`src/rtl/spi_slave_core.sv`:
```
`default_nettype none
// ============================================================================
// Module      : spi_slave_core
// Description : SPI target engine. It oversamples the pads, deserialises MOSI
//               into a one-entry RX buffer and serialises a TX byte stream
//               onto MISO.
// Revision    : 1.0 - initial release
// ============================================================================
module spi_slave_core #(
    parameter int                    DATA_WIDTH  = 8,
    parameter int                    SYNC_STAGES = 2,
    parameter logic [DATA_WIDTH-1:0] IDLE_BYTE   = {DATA_WIDTH{1'b1}}
) (
    input  logic                  clk_i,
    input  logic                  rst_i,
    input  logic                  en_i,
    input  logic                  cpol_i,
    input  logic                  cpha_i,
    input  logic                  lsb_i,
    input  logic                  tx_valid_i,
    output logic                  tx_ready_o,
    input  logic [DATA_WIDTH-1:0] tx_data_i,
    output logic                  rx_valid_o,
    input  logic                  rx_ready_i,
    output logic [DATA_WIDTH-1:0] rx_data_o,
    output logic                  busy_o,
    output logic                  ovf_o,
    output logic                  udr_o,
    output logic                  abort_o,
    input  logic                  spi_sck_i,
    input  logic                  spi_nss_i,
    input  logic                  spi_mosi_i,
    output logic                  spi_miso_o,
    output logic                  spi_miso_en_o
);

    localparam int                 c_cnt_w    = (DATA_WIDTH > 1) ? $clog2(DATA_WIDTH) : 1;
    localparam logic [c_cnt_w-1:0] c_cnt_max  = c_cnt_w'(DATA_WIDTH - 1);
    localparam logic [c_cnt_w-1:0] c_cnt_zero = '0;
    localparam logic [c_cnt_w-1:0] c_cnt_one  = c_cnt_w'(1);

    localparam logic [0:0] c_st_idle  = 1'b0;
    localparam logic [0:0] c_st_shift = 1'b1;

    logic [SYNC_STAGES-1:0] r_sck_sync;
    logic [SYNC_STAGES-1:0] r_nss_sync;
    logic [SYNC_STAGES-1:0] r_mosi_sync;
    logic                   r_sck_d;
    logic                   r_nss_d;

    logic [0:0]             r_state;
    logic                   r_cpol;
    logic                   r_cpha;
    logic                   r_lsb;
    logic [c_cnt_w-1:0]     r_bit_cnt;
    logic [DATA_WIDTH-1:0]  r_rx_shift;
    logic [DATA_WIDTH-1:0]  r_tx_shift;
    logic [DATA_WIDTH-1:0]  r_rx_data;
    logic                   r_rx_valid;
    logic                   r_tx_ready;
    logic                   r_udr;
    logic                   r_ovf;
    logic                   r_abort;
    logic                   r_miso;

    logic                   w_sck;
    logic                   w_nss;
    logic                   w_mosi;
    logic                   w_lead;
    logic                   w_trail;
    logic                   w_sample;
    logic                   w_drive;
    logic                   w_nss_fall;
    logic                   w_nss_rise;
    logic                   w_cnt_wrap;
    logic                   w_rx_accept;
    logic [DATA_WIDTH-1:0]  w_fetch_byte;
    logic [DATA_WIDTH-1:0]  w_rx_next;

    function automatic logic first_bit(input logic [DATA_WIDTH-1:0] b, input logic lsb);
        return lsb ? b[0] : b[DATA_WIDTH-1];
    endfunction

    function automatic logic [DATA_WIDTH-1:0] shift_out(input logic [DATA_WIDTH-1:0] b,
                                                        input logic lsb);
        return lsb ? (b >> 1) : (b << 1);
    endfunction

    assign w_sck  = r_sck_sync[SYNC_STAGES-1];
    assign w_nss  = r_nss_sync[SYNC_STAGES-1];
    assign w_mosi = r_mosi_sync[SYNC_STAGES-1];

    // Edges are classified against the mode latched at frame start.
    assign w_lead     = (r_sck_d == r_cpol) && (w_sck != r_cpol);
    assign w_trail    = (r_sck_d != r_cpol) && (w_sck == r_cpol);
    assign w_sample   = r_cpha ? w_trail : w_lead;
    assign w_drive    = r_cpha ? w_lead : w_trail;
    assign w_nss_fall = r_nss_d & ~w_nss;
    assign w_nss_rise = ~r_nss_d & w_nss;

    assign w_cnt_wrap   = (r_bit_cnt == c_cnt_max);
    assign w_rx_accept  = ~r_rx_valid | rx_ready_i;
    assign w_fetch_byte = tx_valid_i ? tx_data_i : IDLE_BYTE;
    assign w_rx_next    = r_lsb ? {w_mosi, r_rx_shift[DATA_WIDTH-1:1]}
                                : {r_rx_shift[DATA_WIDTH-2:0], w_mosi};

    always_ff @(posedge clk_i or posedge rst_i) begin
        if (rst_i) begin
            r_sck_sync  <= '0;
            r_nss_sync  <= '1;
            r_mosi_sync <= '0;
            r_sck_d     <= 1'b0;
            r_nss_d     <= 1'b1;
        end else begin
            r_sck_sync  <= {r_sck_sync[SYNC_STAGES-2:0], spi_sck_i};
            r_nss_sync  <= {r_nss_sync[SYNC_STAGES-2:0], spi_nss_i};
            r_mosi_sync <= {r_mosi_sync[SYNC_STAGES-2:0], spi_mosi_i};
            r_sck_d     <= w_sck;
            r_nss_d     <= w_nss;
        end
    end

    always_ff @(posedge clk_i or posedge rst_i) begin
        if (rst_i) begin
            r_state    <= c_st_idle;
            r_cpol     <= 1'b0;
            r_cpha     <= 1'b0;
            r_lsb      <= 1'b0;
            r_bit_cnt  <= c_cnt_zero;
            r_rx_shift <= '0;
            r_tx_shift <= IDLE_BYTE;
            r_rx_data  <= '0;
            r_rx_valid <= 1'b0;
            r_tx_ready <= 1'b0;
            r_udr      <= 1'b0;
            r_ovf      <= 1'b0;
            r_abort    <= 1'b0;
            r_miso     <= IDLE_BYTE[DATA_WIDTH-1];
        end else begin
            r_tx_ready <= 1'b0;
            r_udr      <= 1'b0;
            r_ovf      <= 1'b0;
            r_abort    <= 1'b0;
            if (r_rx_valid && rx_ready_i) begin
                r_rx_valid <= 1'b0;
            end

            if (!en_i) begin
                if ((r_state == c_st_shift) && (r_bit_cnt != c_cnt_zero)) begin
                    r_abort <= 1'b1;
                end
                r_state    <= c_st_idle;
                r_bit_cnt  <= c_cnt_zero;
                r_rx_valid <= 1'b0;
                r_rx_data  <= '0;
                r_miso     <= IDLE_BYTE[DATA_WIDTH-1];
            end else if (r_state == c_st_idle) begin
                r_cpol <= cpol_i;
                r_cpha <= cpha_i;
                r_lsb  <= lsb_i;
                if (w_nss_fall) begin
                    r_state    <= c_st_shift;
                    r_tx_ready <= tx_valid_i;
                    r_udr      <= ~tx_valid_i;
                    // CPHA=0 must present its first bit before the first SCK edge.
                    if (cpha_i) begin
                        r_tx_shift <= w_fetch_byte;
                    end else begin
                        r_miso     <= first_bit(w_fetch_byte, lsb_i);
                        r_tx_shift <= shift_out(w_fetch_byte, lsb_i);
                    end
                end
            end else if (w_nss_rise) begin
                if (r_bit_cnt != c_cnt_zero) begin
                    r_abort <= 1'b1;
                end
                r_state   <= c_st_idle;
                r_bit_cnt <= c_cnt_zero;
                r_miso    <= IDLE_BYTE[DATA_WIDTH-1];
            end else if (w_sample) begin
                r_rx_shift <= w_rx_next;
                if (w_cnt_wrap) begin
                    // Next byte is loaded unshifted; the following drive edge presents its first bit.
                    r_bit_cnt  <= c_cnt_zero;
                    r_tx_ready <= tx_valid_i;
                    r_udr      <= ~tx_valid_i;
                    r_tx_shift <= w_fetch_byte;
                    if (w_rx_accept) begin
                        r_rx_data  <= w_rx_next;
                        r_rx_valid <= 1'b1;
                    end else begin
                        r_ovf <= 1'b1;
                    end
                end else begin
                    r_bit_cnt <= r_bit_cnt + c_cnt_one;
                end
            end else if (w_drive) begin
                r_miso     <= first_bit(r_tx_shift, r_lsb);
                r_tx_shift <= shift_out(r_tx_shift, r_lsb);
            end
        end
    end

    assign tx_ready_o    = r_tx_ready;
    assign rx_valid_o    = r_rx_valid;
    assign rx_data_o     = r_rx_data;
    assign busy_o        = (r_state == c_st_shift);
    assign ovf_o         = r_ovf;
    assign udr_o         = r_udr;
    assign abort_o       = r_abort;
    assign spi_miso_o    = r_miso;
    assign spi_miso_en_o = (r_state == c_st_shift);

endmodule
`default_nettype wire

```
`config.mk`:
```
export PLATFORM = sky130hd
export DESIGN_NAME = spi_slave_core
export DESIGN_NICKNAME = d
export VERILOG_FILES = /design/src/rtl/spi_slave_core.sv
export SDC_FILE = /design/constraint.sdc
export NUM_CORES = 1
export LEC_CHECK = 0
export CAP_MARGIN = 20
export CELL_PAD_IN_SITES_DETAIL_PLACEMENT = 0
export CELL_PAD_IN_SITES_GLOBAL_PLACEMENT = 1
export CORE_AREA = 2 2 80 82
export DETAILED_ROUTE_END_ITERATION = 6
export DIE_AREA = 0 0 82 84
export PLACE_DENSITY_LB_ADDON = 0.1
export SYNTH_ARGS = -nofsm -noshare
export SYNTH_HDL_FRONTEND = slang
export SYNTH_SLANG_ARGS = --single-unit
export TNS_END_PERCENT = 20
```
`constraint.sdc`:
```
create_clock -name clk_i -period 3.15 [get_ports clk_i]
set_input_delay 0.315 -clock clk_i [delete_from_list [all_inputs] [get_ports clk_i]]
set_output_delay 0.315 -clock clk_i [all_outputs]
set_load 0.02 [all_outputs]
```
---- Word level (Yosys, flattened, before mapping) ----
Index checks and enable logic that the tools add are counted.
storage, ports and cells
  output and inout bits ................... 16
  bits in registers ....................... 45
  logic and storage cells ................. 126
  bits of input ports ..................... 19
cells by class
  add/subtract/negate cells ............... 1
  eq/ne operators ......................... 18
  reductions and logical operators ........ 12
  bitwise gates (word level) .............. 9
  muxes and demuxes ....................... 67
operators by type and width
  kind                   number
  $mux W8                17
  $mux W1                45
  $mux W3                5
  $reduce_and A5 Y1      2
  $ne A3 B1 Y1 const B   3
  $ne A2 B1 Y1 const B   4
  $reduce_and A4 Y1      2
  $ne A3 B2 Y1 const B   2
  $not A1 Y1             6
  $logic_and A1 B1 Y1    4
  $ne A2 B2 Y1 const B   2
  $ne A4 B2 Y1 const B   1
  $ne A4 B3 Y1 const B   1
  $reduce_and A2 Y1      2
  $add A3 B1 Y3 const B  1
  $eq A3 B3 Y1 const B   1
  $reduce_bool A3 Y1     1
  $and A1 B1 Y1          2
  $eq A1 B1 Y1           2
  $ne A1 B1 Y1           2
  $reduce_bool A2 Y1     1
  $or A1 B1 Y1           1

---- Logic depth before layout (Yosys ltp) ----
Gate-level depths: netlist of the first run.
  word-level depth ........................ 8
  mapped depth ............................ 8
  depth with buffers taken out ............ 6

---- Least setup slack after synthesis of the first run ----
OpenSTA, ideal clock, no wires.
  kind .................................... flip-flop to flip-flop
  from .................................... register r_bit_cnt[0]
  to ...................................... register r_tx_shift[1]
  data required time ...................... 3.059 ns
  setup time .............................. 0.091 ns
  path slack .............................. 0.960 ns
  period minus slack after synthesis ...... 2.190 ns
  arrival ................................. 2.099 ns
  path buffers ............................ 2
  stages on the path, launching flop included .. 9
  path through ............................ dfrtp_1 > ha_1 > ha_1 > clkbuf_1 > or3b_2 > mux2i_1 > or2_0 > buf_4 > o41ai_2
on the way
  word-level cells in the longest chain between the ends .. 3
RTL lines
  item                                line  source
  start: declaration                  55    logic [c_cnt_w-1:0] r_bit_cnt;
  start signal: assignment            129   r_bit_cnt <= c_cnt_zero;
  start signal: assignment            153   r_bit_cnt <= c_cnt_zero;
  start signal: assignment            178   r_bit_cnt <= c_cnt_zero;
  $eq A3 B3 Y1                        101   assign w_cnt_wrap = (r_bit_cnt == c_cnt_max);
  $ne A3 B2 Y1 (no source line)       n/a
  $reduce_and A5 Y1 (no source line)  n/a
  end signal: assignment              167   r_tx_shift <= w_fetch_byte;
  end signal: assignment              170   r_tx_shift <= shift_out(w_fetch_byte, lsb_i);
  end signal: assignment              187   r_tx_shift <= w_fetch_byte;
  end: declaration                    57    logic [DATA_WIDTH-1:0] r_tx_shift;
No other way between the ends.
A chain may end at the register's enable or synchronous reset.

---- Worst setup path after layout of the first run ----
  from .................................... register r_bit_cnt[0]
  to ...................................... register r_tx_shift[2]
The elaborated chain is that of the path after synthesis.

==> metrics.txt, run 1 <==
initial cell density of the core=41.6%; final core area utilization=49.8%; Min Hold Slack=0.292 ns; CTS H-Tree Depth=2; post-cts gate resize count=0; endpoint arrival time on the critical path=2.62 ns; wire length per cell after detailed routing=17.0 µm; R2R depth=7; total setup violations reported at the end of the flow=0; largest net degree at the start of global routing=31; max_slew headroom=45.0%; peak fanout along the critical path=10; global-route usage over all layers=18.6%; synthesized cell area=2540 µm²; horizontal die dimension=82 µm; maximum count of clock buffers along a single path=2; Root Buffer=sky130_fd_sc_hd__clkbuf_8; worst-case setup slack after placement=0.730 ns; Post-Route Skew=0.00351 ns; DPL Wire Length=3850 µm; number of flops mapped to enable cells by yosys=0; count of hold-fix buffers inserted at cts=0; clock latency on the worst-skew pair=0.30 ns; dominant register cell in the synthesized netlist=sky130_fd_sc_hd__dfrtp_1; die area=6890 µm²; post-synthesis cell type count=46; Via density=5.66; Slowest-stage cell, CP=sky130_fd_sc_hd__or3b_2; mean post-synth cell area=11.1 µm²; number of max-cap violations=0; instance area after placement=2920 µm²; number of clock sinks seen by CTS=45; Clock power frac=30.8%; Post-Synthesis Cells=229; buffers inserted by post-CTS timing repair=0; number of nets in the synthesized netlist=251; worst setup path class=register to register; power density over the cells=476 nW/µm²; via count of the routed design=1,890; RR Endpoint=r_tx_shift[2]; main combinational cell family by area after synthesis=compound AO/OA/AOI/OAI gates; CTS buffer count=5; number of core rows=29; total power=1.44 mW; number of DRC violations after detailed-routing iteration 0=170; wire length of the first global-routing pass=9980 µm; total wire length after detailed routing=5690 µm; final critical-path required period=2.40 ns; Setup Total Neg Slack=0 ns; worst endpoint required time=3.37 ns; status=completed; reg-to-reg critical path startpoint=r_bit_cnt[0]; part of the power in combinational logic=19.9%; # fillers=595; Residual DRC=0; maximum frequency from static timing analysis=416 MHz; most area-consuming cells after synthesis=sky130_fd_sc_hd__dfrtp_1 33%, sky130_fd_sc_hd__dfstp_2 12%, sky130_fd_sc_hd__mux2_2 11%; proportion of total power due to net switching=28.2%; final count of hold timing violations=0; final max-slew violation count=0; number of global-route vias before repair=1,971; type of the most critical hold path=primary input to asynchronous set/reset pin; post-route fraction of the period consumed by the critical path=76.2%; antenna violations before repair=0; clock tree from TritonCTS=yes; Int Pwr=1.04 mW; worst-case register-to-register setup slack=0.75 ns; type of destination of the critical path=register; part of the total power dissipated in sequential elements=49.3%; Compound-Gate Fraction of Synth Area=21.1%; sequential cell area fraction in the yosys report=45.0%; clock-pin slew on the worst setup and hold paths=0.09 ns; remaining global-route overflow=0; flop and latch count out of synthesis=45; cell count after placement=326; kind of start point of the critical path=register; smallest setup slack after layout=0.748 ns; number of antenna diodes=0; post-synthesis mux area share=15.4%; layout cells sized above 1=22.2%; simple-gate share of the synthesized area=11.8%; Net count, final=278; non-filler instance count after layout=334; warnings from Yosys=0; largest incremental delay on the critical path=0.49 ns; number of nets with antenna violations after routing=0; GP Congestion=0.778; number of optimization iterations in the first detailed-route pass=4; area inside the core boundary=6100 µm²; Layout Cell Area excl Fill=3030 µm²; most used cell, CP=sky130_fd_sc_hd__ha_1; switching power=0.407 mW; Port Buf Inserts=34; worst ir drop on vdd=290 µV; Synth Area in XOR/XNOR=0.987%; Area Overhead vs Synth=19.6%; unrepaired setup endpoints after global routing=false; Adder-Cell Fraction of Synth Area=1.48%; Vert. Die Dim=84 µm; cell-by-cell listing of the critical path=ha_1, ha_1, or3b_2, mux2i_1, buf_4, or2_0, o41ai_2; Post-synth ARST share=100%; P_leak=1.24 nW; library cell with the largest summed area after synthesis=sky130_fd_sc_hd__dfrtp_1; top-level I/O count=35; transition time at the pin with the least slew margin=0.825 ns; fraction of synthesized cell area taken by the top area cell type=32.6%
==> layout by cell type, fill, tap and decap left out, types with 7 or more instances in the layout <==
cell,Yosys,routed
sky130_fd_sc_hd__clkdlybuf4s50_1,0,34
sky130_fd_sc_hd__o311a_1,8,8
sky130_fd_sc_hd__dfrtp_1,33,33
sky130_fd_sc_hd__o21ai_0,9,9
sky130_fd_sc_hd__nor2b_1,12,12
sky130_fd_sc_hd__o21bai_1,9,9
sky130_fd_sc_hd__mux2i_1,12,12
sky130_fd_sc_hd__nor3_1,7,7
sky130_fd_sc_hd__nand2_1,9,9
sky130_fd_sc_hd__nor2_1,11,11
sky130_fd_sc_hd__mux2_2,24,24
sky130_fd_sc_hd__dfstp_2,12,12
==> per-layer routing <==
| metal | up-vias | part of all wire [%] | routed length, µm | track usage (%) |
|---|---|---|---|---|
| met4 | 0 | 2.0 | 112 | 6.52 |
| met1 | 923 | 48 | 2760 | 25.8 |
| met5 | - | 0 | 0 | 0 |
| met3 | 14 | 3.5 | 198 | 4.22 |
| met2 | 33 | 46 | 2620 | 28.3 |
| li1 | 920 | - | - | - |
==> critical path, delay by kind of cell, from the launching register on <==
family | cells | cell delay [ns]
mux | 1 | 0.14
flops | 1 | 0.41
fa+ha+maj | 2 | 0.49
buf+inv | 1 | 0.17
compound gates | 1 | 0.17
simple gates | 2 | 0.94
==> cells in the mapped netlist, types with 7 or more instances <==
cell type and count:
sky130_fd_sc_hd__o21bai_1 9, sky130_fd_sc_hd__mux2_2 24, sky130_fd_sc_hd__o21ai_0 9, sky130_fd_sc_hd__nor2_1 11, sky130_fd_sc_hd__dfrtp_1 33, sky130_fd_sc_hd__nor2b_1 12, sky130_fd_sc_hd__o311a_1 8, sky130_fd_sc_hd__mux2i_1 12
sky130_fd_sc_hd__dfstp_2 12, sky130_fd_sc_hd__nor3_1 7, sky130_fd_sc_hd__nand2_1 9, sky130_fd_sc_hd__clkbuf_1 11
==> how the worst max path moves through the flow <==
stage / slack [ns] / endpoint / startpoint
after floorplan: 0.96 / r_tx_shift[1] / r_bit_cnt[0]
after global placement: 0.76 / r_tx_shift[6] / r_bit_cnt[0]
after detailed placement: 0.73 / r_tx_shift[2] / r_bit_cnt[0]
after CTS: 0.72 / r_tx_shift[2] / r_bit_cnt[0]
after global routing: 0.60 / r_tx_shift[4] / r_bit_cnt[0]
final: 0.75 / r_tx_shift[2] / r_bit_cnt[0]
==> final cells by class <==
cell class	count	area [µm²]	share of cell area (%)
inverters	7	26.3	0.866
clock inverters	2	38.8	1.28
multi-input cells	159	1290	42.5
repair buffers	38	370	12.2
clock buffers	6	72.6	2.39
flip-flops and latches	45	1140	37.6
well taps	77	96.3	3.18
==> power groups by stage <==
stage	Clock [mW]	Combinational [mW]	Sequential, mW
3_3_place_gp	0	0.289	0.721
6_report	0.444	0.288	0.712
4_1_cts	0.458	0.291	0.711
3_5_place_dp	0	0.289	0.721
2_1_floorplan	0	0.224	0.694
5_1_grt	0.485	0.319	0.721
==> flip-flops by register name (all words and copies together) (netlist names) <==
signal / cells
r_sck_d: 1
r_tx_shift: 8
ovf_o: 1
r_nss_d: 1
busy_o: 1
udr_o: 1
r_bit_cnt: 3
r_rx_shift: 8
tx_ready_o: 1
r_lsb: 1
rx_valid_o: 1
r_mosi_sync: 2
spi_miso_o: 1
rx_data_o: 8
abort_o: 1
r_cpha: 1
r_nss_sync: 2
r_cpol: 1
r_sck_sync: 2
==> kinds of logic after synthesis <==
family,count (synthesis)
adders and majority gates,3
buffers and inverters,25
AOI/OAI and AO/OA,63
and+or+nand+nor,55
DFF,45
muxes,36
xor gates and xnor gates,2
No activity file was read; power rests on OpenSTA's default activity.
==> run 2, diff against run 1 <==
Settings changed: CORE_AREA 2 2 80 82 to 2 2 84 86, DIE_AREA 0 0 82 84 to 0 0 86 88.
Clock period 3.15 ns to 2 ns, I/O delays scaled along.
==> run 2 against run 1 <==
Fmax grew 28%. First-iteration DRC count down 60%. Combinational power up 81%. Total power rose by 52%. Utilization fell by 2.1 points. Global-route usage is 1.2 points lower. Register-to-register slack lost 0.62 ns. Final cell count rose by 5.7%. Clock power up 27%. Sequential cell count did not move. Die area is 9.9% higher. Critical path depth unchanged. Critical path type unchanged. Largest cell class unchanged.
==> metrics.txt, run 2 (synthesized netlist as in run 1, its figures left out) <==
transition time at the pin with the least slew margin=0.721 ns (was 0.825 ns); type of the most critical hold path=primary input to register (was primary input to asynchronous set/reset pin); antenna violations before repair=0 (unchanged); final critical-path required period=1.88 ns (was 2.40 ns); type of destination of the critical path=register (unchanged); number of buffers and inverters on the critical path=1 (unchanged); number of DRC violations after detailed-routing iteration 0=68 (was 170); cell count after placement=345 (was 326); unrepaired setup endpoints after global routing=false (unchanged); Setup Total Neg Slack=0 ns (unchanged); final count of hold timing violations=0 (unchanged); clock latency on the worst-skew pair=0.30 ns (about the same); worst-case register-to-register setup slack=0.12 ns (was 0.75 ns); cell-by-cell listing of the critical path=ha_1, ha_1, or3b_4, mux2i_4, or2_0, buf_4, o41ai_2 (was ha_1, ha_1, or3b_2, mux2i_1, buf_4, or2_0, o41ai_2); Net count, final=294 (was 278); endpoint arrival time on the critical path=2.10 ns (was 2.62 ns); cell depth of the worst setup path=7 (unchanged); worst setup path class=register to register (unchanged); cell class contributing the biggest share of worst-path delay=simple AND/OR/NAND/NOR gates (unchanged); worst endpoint required time=2.22 ns (was 3.37 ns); non-filler instance count after layout=353 (was 334); largest net degree at the start of global routing=26 (was 31); via count of the routed design=1,970 (was 1,890); Critical path destination=r_tx_shift[2] (unchanged); number of global-route vias before repair=2,013 (was 1,971); largest incremental delay on the critical path=0.42 ns (was 0.49 ns); layout cells sized above 1=27.1% (was 22.2%); number of max-cap violations=0 (unchanged); Slowest-stage cell, CP=sky130_fd_sc_hd__dfrtp_1 (was sky130_fd_sc_hd__or3b_2); worst-case setup slack after placement=0.148 ns (was 0.730 ns); status=completed (unchanged); DPL Wire Length=4370 µm (was 3850 µm); final max-slew violation count=0 (unchanged); post-route fraction of the period consumed by the critical path=93.8% (was 76.2%); Port Buf Inserts=34 (unchanged); number of nets with antenna violations after routing=0 (unchanged); # fillers=629 (was 595); CTS buffer count=5 (unchanged); most used cell, CP=sky130_fd_sc_hd__ha_1 (unchanged); commonest non-fill, non-tap cells in the layout=34 x sky130_fd_sc_hd__clkdlybuf4s50_1, 33 x sky130_fd_sc_hd__dfrtp_1, 24 x sky130_fd_sc_hd__mux2_2 (unchanged); RR Endpoint=r_tx_shift[2] (unchanged); Layout Cell Area excl Fill=3170 µm² (was 3030 µm²); Area Overhead vs Synth=25.0% (was 19.6%); maximum frequency from static timing analysis=533 MHz (was 416 MHz); wire length per cell after detailed routing=17.4 µm (was 17.0 µm); number of core rows=30 (was 29); Root Buffer=sky130_fd_sc_hd__clkbuf_8 (unchanged); max_slew headroom=51.9% (was 45.0%); reg-to-reg critical path startpoint=r_bit_cnt[0] (unchanged); die area=7570 µm² (was 6890 µm²); power density over the cells=692 nW/µm² (was 476 nW/µm²); clock tree from TritonCTS=yes (unchanged); GP Congestion=0.773 (was 0.778); area inside the core boundary=6640 µm² (was 6100 µm²); Setup crit start=r_bit_cnt[0] (unchanged); total setup violations reported at the end of the flow=0 (unchanged); R2R depth=7 (unchanged); wire length of the first global-routing pass=10,200 µm (was 9980 µm); total wire length after detailed routing=6150 µm (was 5690 µm); number of clock sinks seen by CTS=45 (unchanged); top-level I/O count=35 (unchanged); Via density=5.58 (was 5.66); Residual DRC=0 (unchanged); post-cts gate resize count=0 (unchanged); worst ir drop on vdd=358 µV (was 290 µV); instance area after placement=3090 µm² (was 2920 µm²); remaining global-route overflow=0 (unchanged); smallest setup slack after layout=0.123 ns (was 0.748 ns); most common library cell in the layout ignoring fill and taps=sky130_fd_sc_hd__clkdlybuf4s50_1 (unchanged); buffers inserted by post-CTS timing repair=0 (unchanged); initial cell density of the core=38.2% (was 41.6%); Vert. Die Dim=88 µm (was 84 µm); peak fanout along the critical path=6 (was 10); clock-pin slew on the worst setup and hold paths=0.09 ns (about the same); count of hold-fix buffers inserted at cts=0 (unchanged); global-route usage over all layers=17.3% (was 18.6%); horizontal die dimension=86 µm (was 82 µm); number of optimization iterations in the first detailed-route pass=4 (unchanged); total power=2.19 mW (was 1.44 mW); number of antenna diodes=0 (unchanged); CTS H-Tree Depth=2 (unchanged); P_leak=1.31 nW (was 1.24 nW); maximum count of clock buffers along a single path=2 (unchanged); kind of start point of the critical path=register (unchanged); Post-Route Skew=0.00850 ns (was 0.00351 ns)
==> run 2: cell types whose count changed in the layout (fill, tap and decap cells not counted), sizes merged <==
cell,delta
clkbuf,+1
inv,+1
buf,+16
clkinv,-2
bufinv,-1
clkinvlp,+1
==> run 2: worst min-delay path by stage <==
stage / start / end / slack (ns) / depth (start not counted)
after floorplan: spi_nss_i / r_nss_sync[0] / 0.20 / 0
after global placement: r_mosi_sync[0] / r_mosi_sync[1] / 0.34 / 0
after detailed placement: r_mosi_sync[0] / r_mosi_sync[1] / 0.34 / 0
after CTS: spi_nss_i / r_nss_sync[0] / 0.29 / 1
after global routing: spi_nss_i / r_nss_sync[0] / 0.28 / 1
final: spi_nss_i / r_nss_sync[0] / 0.29 / 1
==> run 2: through the flow <==
step / util [%] / hold slack [ns]
2_1_floorplan: - / 0.204
3_3_place_gp: 46.5 / 0.339
3_5_place_dp: 46.5 / 0.336
4_1_cts: 47.7 / 0.290
5_1_grt: 47.7 / 0.283
6_report: 47.7 / 0.294
==> run 2: metal layers <==
layer  vias to the layer above  share of wire, %  GRT usage [%]
met5                         -                 0              0
met4                         0               1.4           4.91
met3                         8               2.9           3.77
met2                        31                48           27.4
met1                       981                48           24.0
li1                        950                 -              -
==> run 2: report_power, final <==
group	total [mW]	internal (mW)	switching [mW]
clock network	0.566	0.248	0.318
registers	1.11	1.03	0.0763
logic	0.520	0.264	0.256
total	2.19	1.54	0.650
==> run 2: final cells by class <==
type / count / area, µm² / area share, %
clock inverter: 1 / 7.51 / 0.237
timing repair buffer: 54 / 515 / 16.3
multi-input combinational: 159 / 1300 / 41.1
inverter: 7 / 26.3 / 0.829
tap: 80 / 100 / 3.16
clock buffer: 7 / 76.3 / 2.41
sequential: 45 / 1140 / 36.0
==> run 3, diff against run 2 <==
Settings changed: ABC_AREA set to 1, CORE_AREA 2 2 84 86 to 2 2 85 87, DIE_AREA 0 0 86 88 to 0 0 87 89, SKIP_LAST_GASP set to 1, TNS_END_PERCENT 20 to 5.
==> run 3 against run 2 <==
Fmax increased by 0.47%. Non-clock buffer count is 12 lower. Area after synthesis decreased by 5.1%. Clock-buffer cell count fell by 1. Sequential cell count unchanged. Final cell count grew 24%. Critical path depth is 5 lower. Via count up 7.2%. Total power up 8.6%. Register-to-register slack improved by 0.12 ns. First-iteration DRC count down 8.8%. Global-route usage is 0.26 points lower.
==> metrics.txt, run 3 <==
peak fanout along the critical path=10 (was 6); Port Buf Inserts=34 (unchanged); non-filler instance count after layout=436 (was 353); maximum frequency from static timing analysis=535 MHz (was 533 MHz); Via density=4.84 (was 5.58); GP Congestion=0.758 (was 0.773); number of DRC violations after detailed-routing iteration 0=62 (was 68); Post-synth ARST share=100% (unchanged); die area=7740 µm² (was 7570 µm²); Residual DRC=0 (unchanged); fraction of synthesized cell area taken by the top area cell type=34.3% (was 32.6%); buffers inserted by post-CTS timing repair=0 (unchanged); layout cells sized above 1=13.2% (was 27.1%); final max-slew violation count=0 (unchanged); area inside the core boundary=6720 µm² (was 6640 µm²); power density over the cells=805 nW/µm² (was 692 nW/µm²); Area Overhead vs Synth=23.0% (was 25.0%); library cell with the largest summed area after synthesis=sky130_fd_sc_hd__dfrtp_1 (unchanged); Post-Route Skew=0.00469 ns (was 0.00850 ns); remaining global-route overflow=0 (unchanged); P_leak=1.39 nW (was 1.31 nW); final count of hold timing violations=0 (unchanged); final critical-path required period=1.87 ns (was 1.88 ns); via count of the routed design=2,112 (was 1,970); Setup Total Neg Slack=0 ns (unchanged); clock tree from TritonCTS=yes (unchanged); number of flops mapped to enable cells by yosys=0 (unchanged); total setup violations reported at the end of the flow=0 (unchanged); DPL Wire Length=4470 µm (was 4370 µm); clock-pin slew on the worst setup and hold paths=0.09 ns (about the same); number of nets in the synthesized netlist=337 (was 251); Register Area=1140 µm² (unchanged); number of core rows=30 (unchanged); count of hold-fix buffers inserted at cts=0 (unchanged); endpoint arrival time on the critical path=1.67 ns (was 2.10 ns); number of nets with antenna violations after routing=0 (unchanged); number of optimization iterations in the first detailed-route pass=4 (unchanged); post-cts gate resize count=0 (unchanged); number of clock sinks seen by CTS=45 (unchanged); post-synthesis cell type count=27 (was 46); cell count after placement=428 (was 345); number of global-route vias before repair=2,157 (was 2,013); # fillers=710 (was 629); dominant register cell in the synthesized netlist=sky130_fd_sc_hd__dfrtp_1 (unchanged); commonest non-fill, non-tap cells in the layout=116 x sky130_fd_sc_hd__nand2_1, 42 x sky130_fd_sc_hd__nand3_1, 34 x sky130_fd_sc_hd__clkdlybuf4s50_1 (was 34 x sky130_fd_sc_hd__clkdlybuf4s50_1, 33 x sky130_fd_sc_hd__dfrtp_1, 24 x sky130_fd_sc_hd__mux2_2); sequential cell area fraction in the yosys report=47.4% (was 45.0%); most used standard cell by instance count after synthesis=sky130_fd_sc_hd__nand2_1 (was sky130_fd_sc_hd__dfrtp_1); mean post-synth cell area=7.64 µm² (was 11.1 µm²); Net count, final=377 (was 294); number of antenna diodes=0 (unchanged); type of destination of the critical path=primary output (was register); status=completed (unchanged); type of the most critical hold path=primary input to asynchronous set/reset pin (was primary input to register); kind of start point of the critical path=register (unchanged); worst endpoint required time=1.80 ns (was 2.22 ns); initial cell density of the core=35.8% (was 38.2%); antenna violations before repair=0 (unchanged); CTS buffer count=5 (unchanged); Vert. Die Dim=89 µm (was 88 µm); Layout Cell Area excl Fill=2960 µm² (was 3170 µm²); unrepaired setup endpoints after global routing=false (unchanged); warnings from Yosys=0 (unchanged); synthesized cell area=2410 µm² (was 2540 µm²); R2R depth=7 (unchanged); global-route usage over all layers=17.1% (was 17.3%); worst ir drop on vdd=351 µV (was 358 µV); area of the multi-input gates=1110 µm² (was 1300 µm²); worst setup path class=register to primary output (was register to register); CTS H-Tree Depth=2 (unchanged); clock latency on the worst-skew pair=0.30 ns (about the same); largest net degree at the start of global routing=31 (was 26); most area-consuming cells after synthesis=sky130_fd_sc_hd__dfrtp_1 34%, sky130_fd_sc_hd__nand2_1 18%, sky130_fd_sc_hd__dfstp_2 13% (was sky130_fd_sc_hd__dfrtp_1 33%, sky130_fd_sc_hd__dfstp_2 12%, sky130_fd_sc_hd__mux2_2 11%); transition time at the pin with the least slew margin=0.622 ns (was 0.721 ns); flop and latch count out of synthesis=45 (unchanged); horizontal die dimension=87 µm (was 86 µm); top-level I/O count=35 (unchanged); top cells by instance count after synthesis=116 x sky130_fd_sc_hd__nand2_1, 42 x sky130_fd_sc_hd__nand3_1, 33 x sky130_fd_sc_hd__dfrtp_1 (was 33 x sky130_fd_sc_hd__dfrtp_1, 24 x sky130_fd_sc_hd__mux2_2, 12 x sky130_fd_sc_hd__dfstp_2, 12 x sky130_fd_sc_hd__mux2i_1, 12 x sky130_fd_sc_hd__nor2b_1); wire length per cell after detailed routing=13.5 µm (was 17.4 µm); instance area after placement=2870 µm² (was 3090 µm²); most common library cell in the layout ignoring fill and taps=sky130_fd_sc_hd__nand2_1 (was sky130_fd_sc_hd__clkdlybuf4s50_1); number of max-cap violations=0 (unchanged); Root Buffer=sky130_fd_sc_hd__clkbuf_8 (unchanged); Post-Synthesis Cells=315 (was 229); total wire length after detailed routing=5890 µm (was 6150 µm); max_slew headroom=58.3% (was 51.9%); post-route fraction of the period consumed by the critical path=93.4% (was 93.8%); maximum count of clock buffers along a single path=2 (unchanged); wire length of the first global-routing pass=10,200 µm (about the same)
==> run 3: worst max-delay path, cell delays in order, from the launching register on <==
cell	delay [ns]
sky130_fd_sc_hd__dfrtp_1	0.54
sky130_fd_sc_hd__buf_4	0.22
sky130_fd_sc_hd__clkdlybuf4s50_1	0.61
==> run 3: area by class of cell <==
type                    count  area share, %
well taps                  80           3.38
inverters                  30           3.80
clock inverters             2          0.507
multi-input cells         231           37.4
repair buffers             42           13.9
flip-flops and latches     45           38.5
clock buffers               6           2.45
==> run 3: kinds of logic (layout without fill, tap and decap cells) <==
logic type,count (synthesis),in the layout,synth area share [%]
muxes,3,3,1.25
AOI/OAI and AO/OA,37,37,8.42
buffers and inverters,39,80,6.60
DFF,45,45,47.4
and+or+nand+nor,188,188,34.7
adders and majority gates,3,3,1.56
==> run 3: per-stage QoR <==
step           utilization [%]  setup slack, ns  hold WS (ns)  power (mW)
4_1_cts                   44.1            0.113         0.209        2.42
2_1_floorplan                -            0.526         0.204        1.62
5_1_grt                   44.1           0.0401         0.239        2.56
3_5_place_dp              42.8            0.262         0.341        1.83
3_3_place_gp              42.8            0.215         0.332        1.83
6_report                  44.1            0.132         0.199        2.38
==> run 3: per-layer routing <==
layer  global-route usage [%]  wire length [µm]  vias to the layer above
met5                        0                 0                        -
met4                     5.11                67                        0
met3                     3.32               245                        4
met2                     28.3              2770                       34
met1                     22.7              2810                      989
li1                         -                 -                     1085
==> run 3: final timing paths <==
path | startpoint | end | slack (ns)
setup / recovery | busy_o | spi_miso_en_o | 0.13
hold / removal | rst_i | r_bit_cnt[1] | 0.20
setup reg to reg | busy_o | spi_miso_o | 0.24
hold reg to reg | r_mosi_sync[0] | r_mosi_sync[1] | 0.36
max in group asynchronous | rst_i | r_tx_shift[2] | 1.21
min in group clk_i | spi_nss_i | r_nss_sync[0] | 0.30
==> run 3: report_power, final <==
part	internal [mW]	switching, mW	total (mW)
Sequential	1.10	0.106	1.21
Clock	0.247	0.330	0.576
Combinational	0.242	0.357	0.600
Total	1.59	0.794	2.38
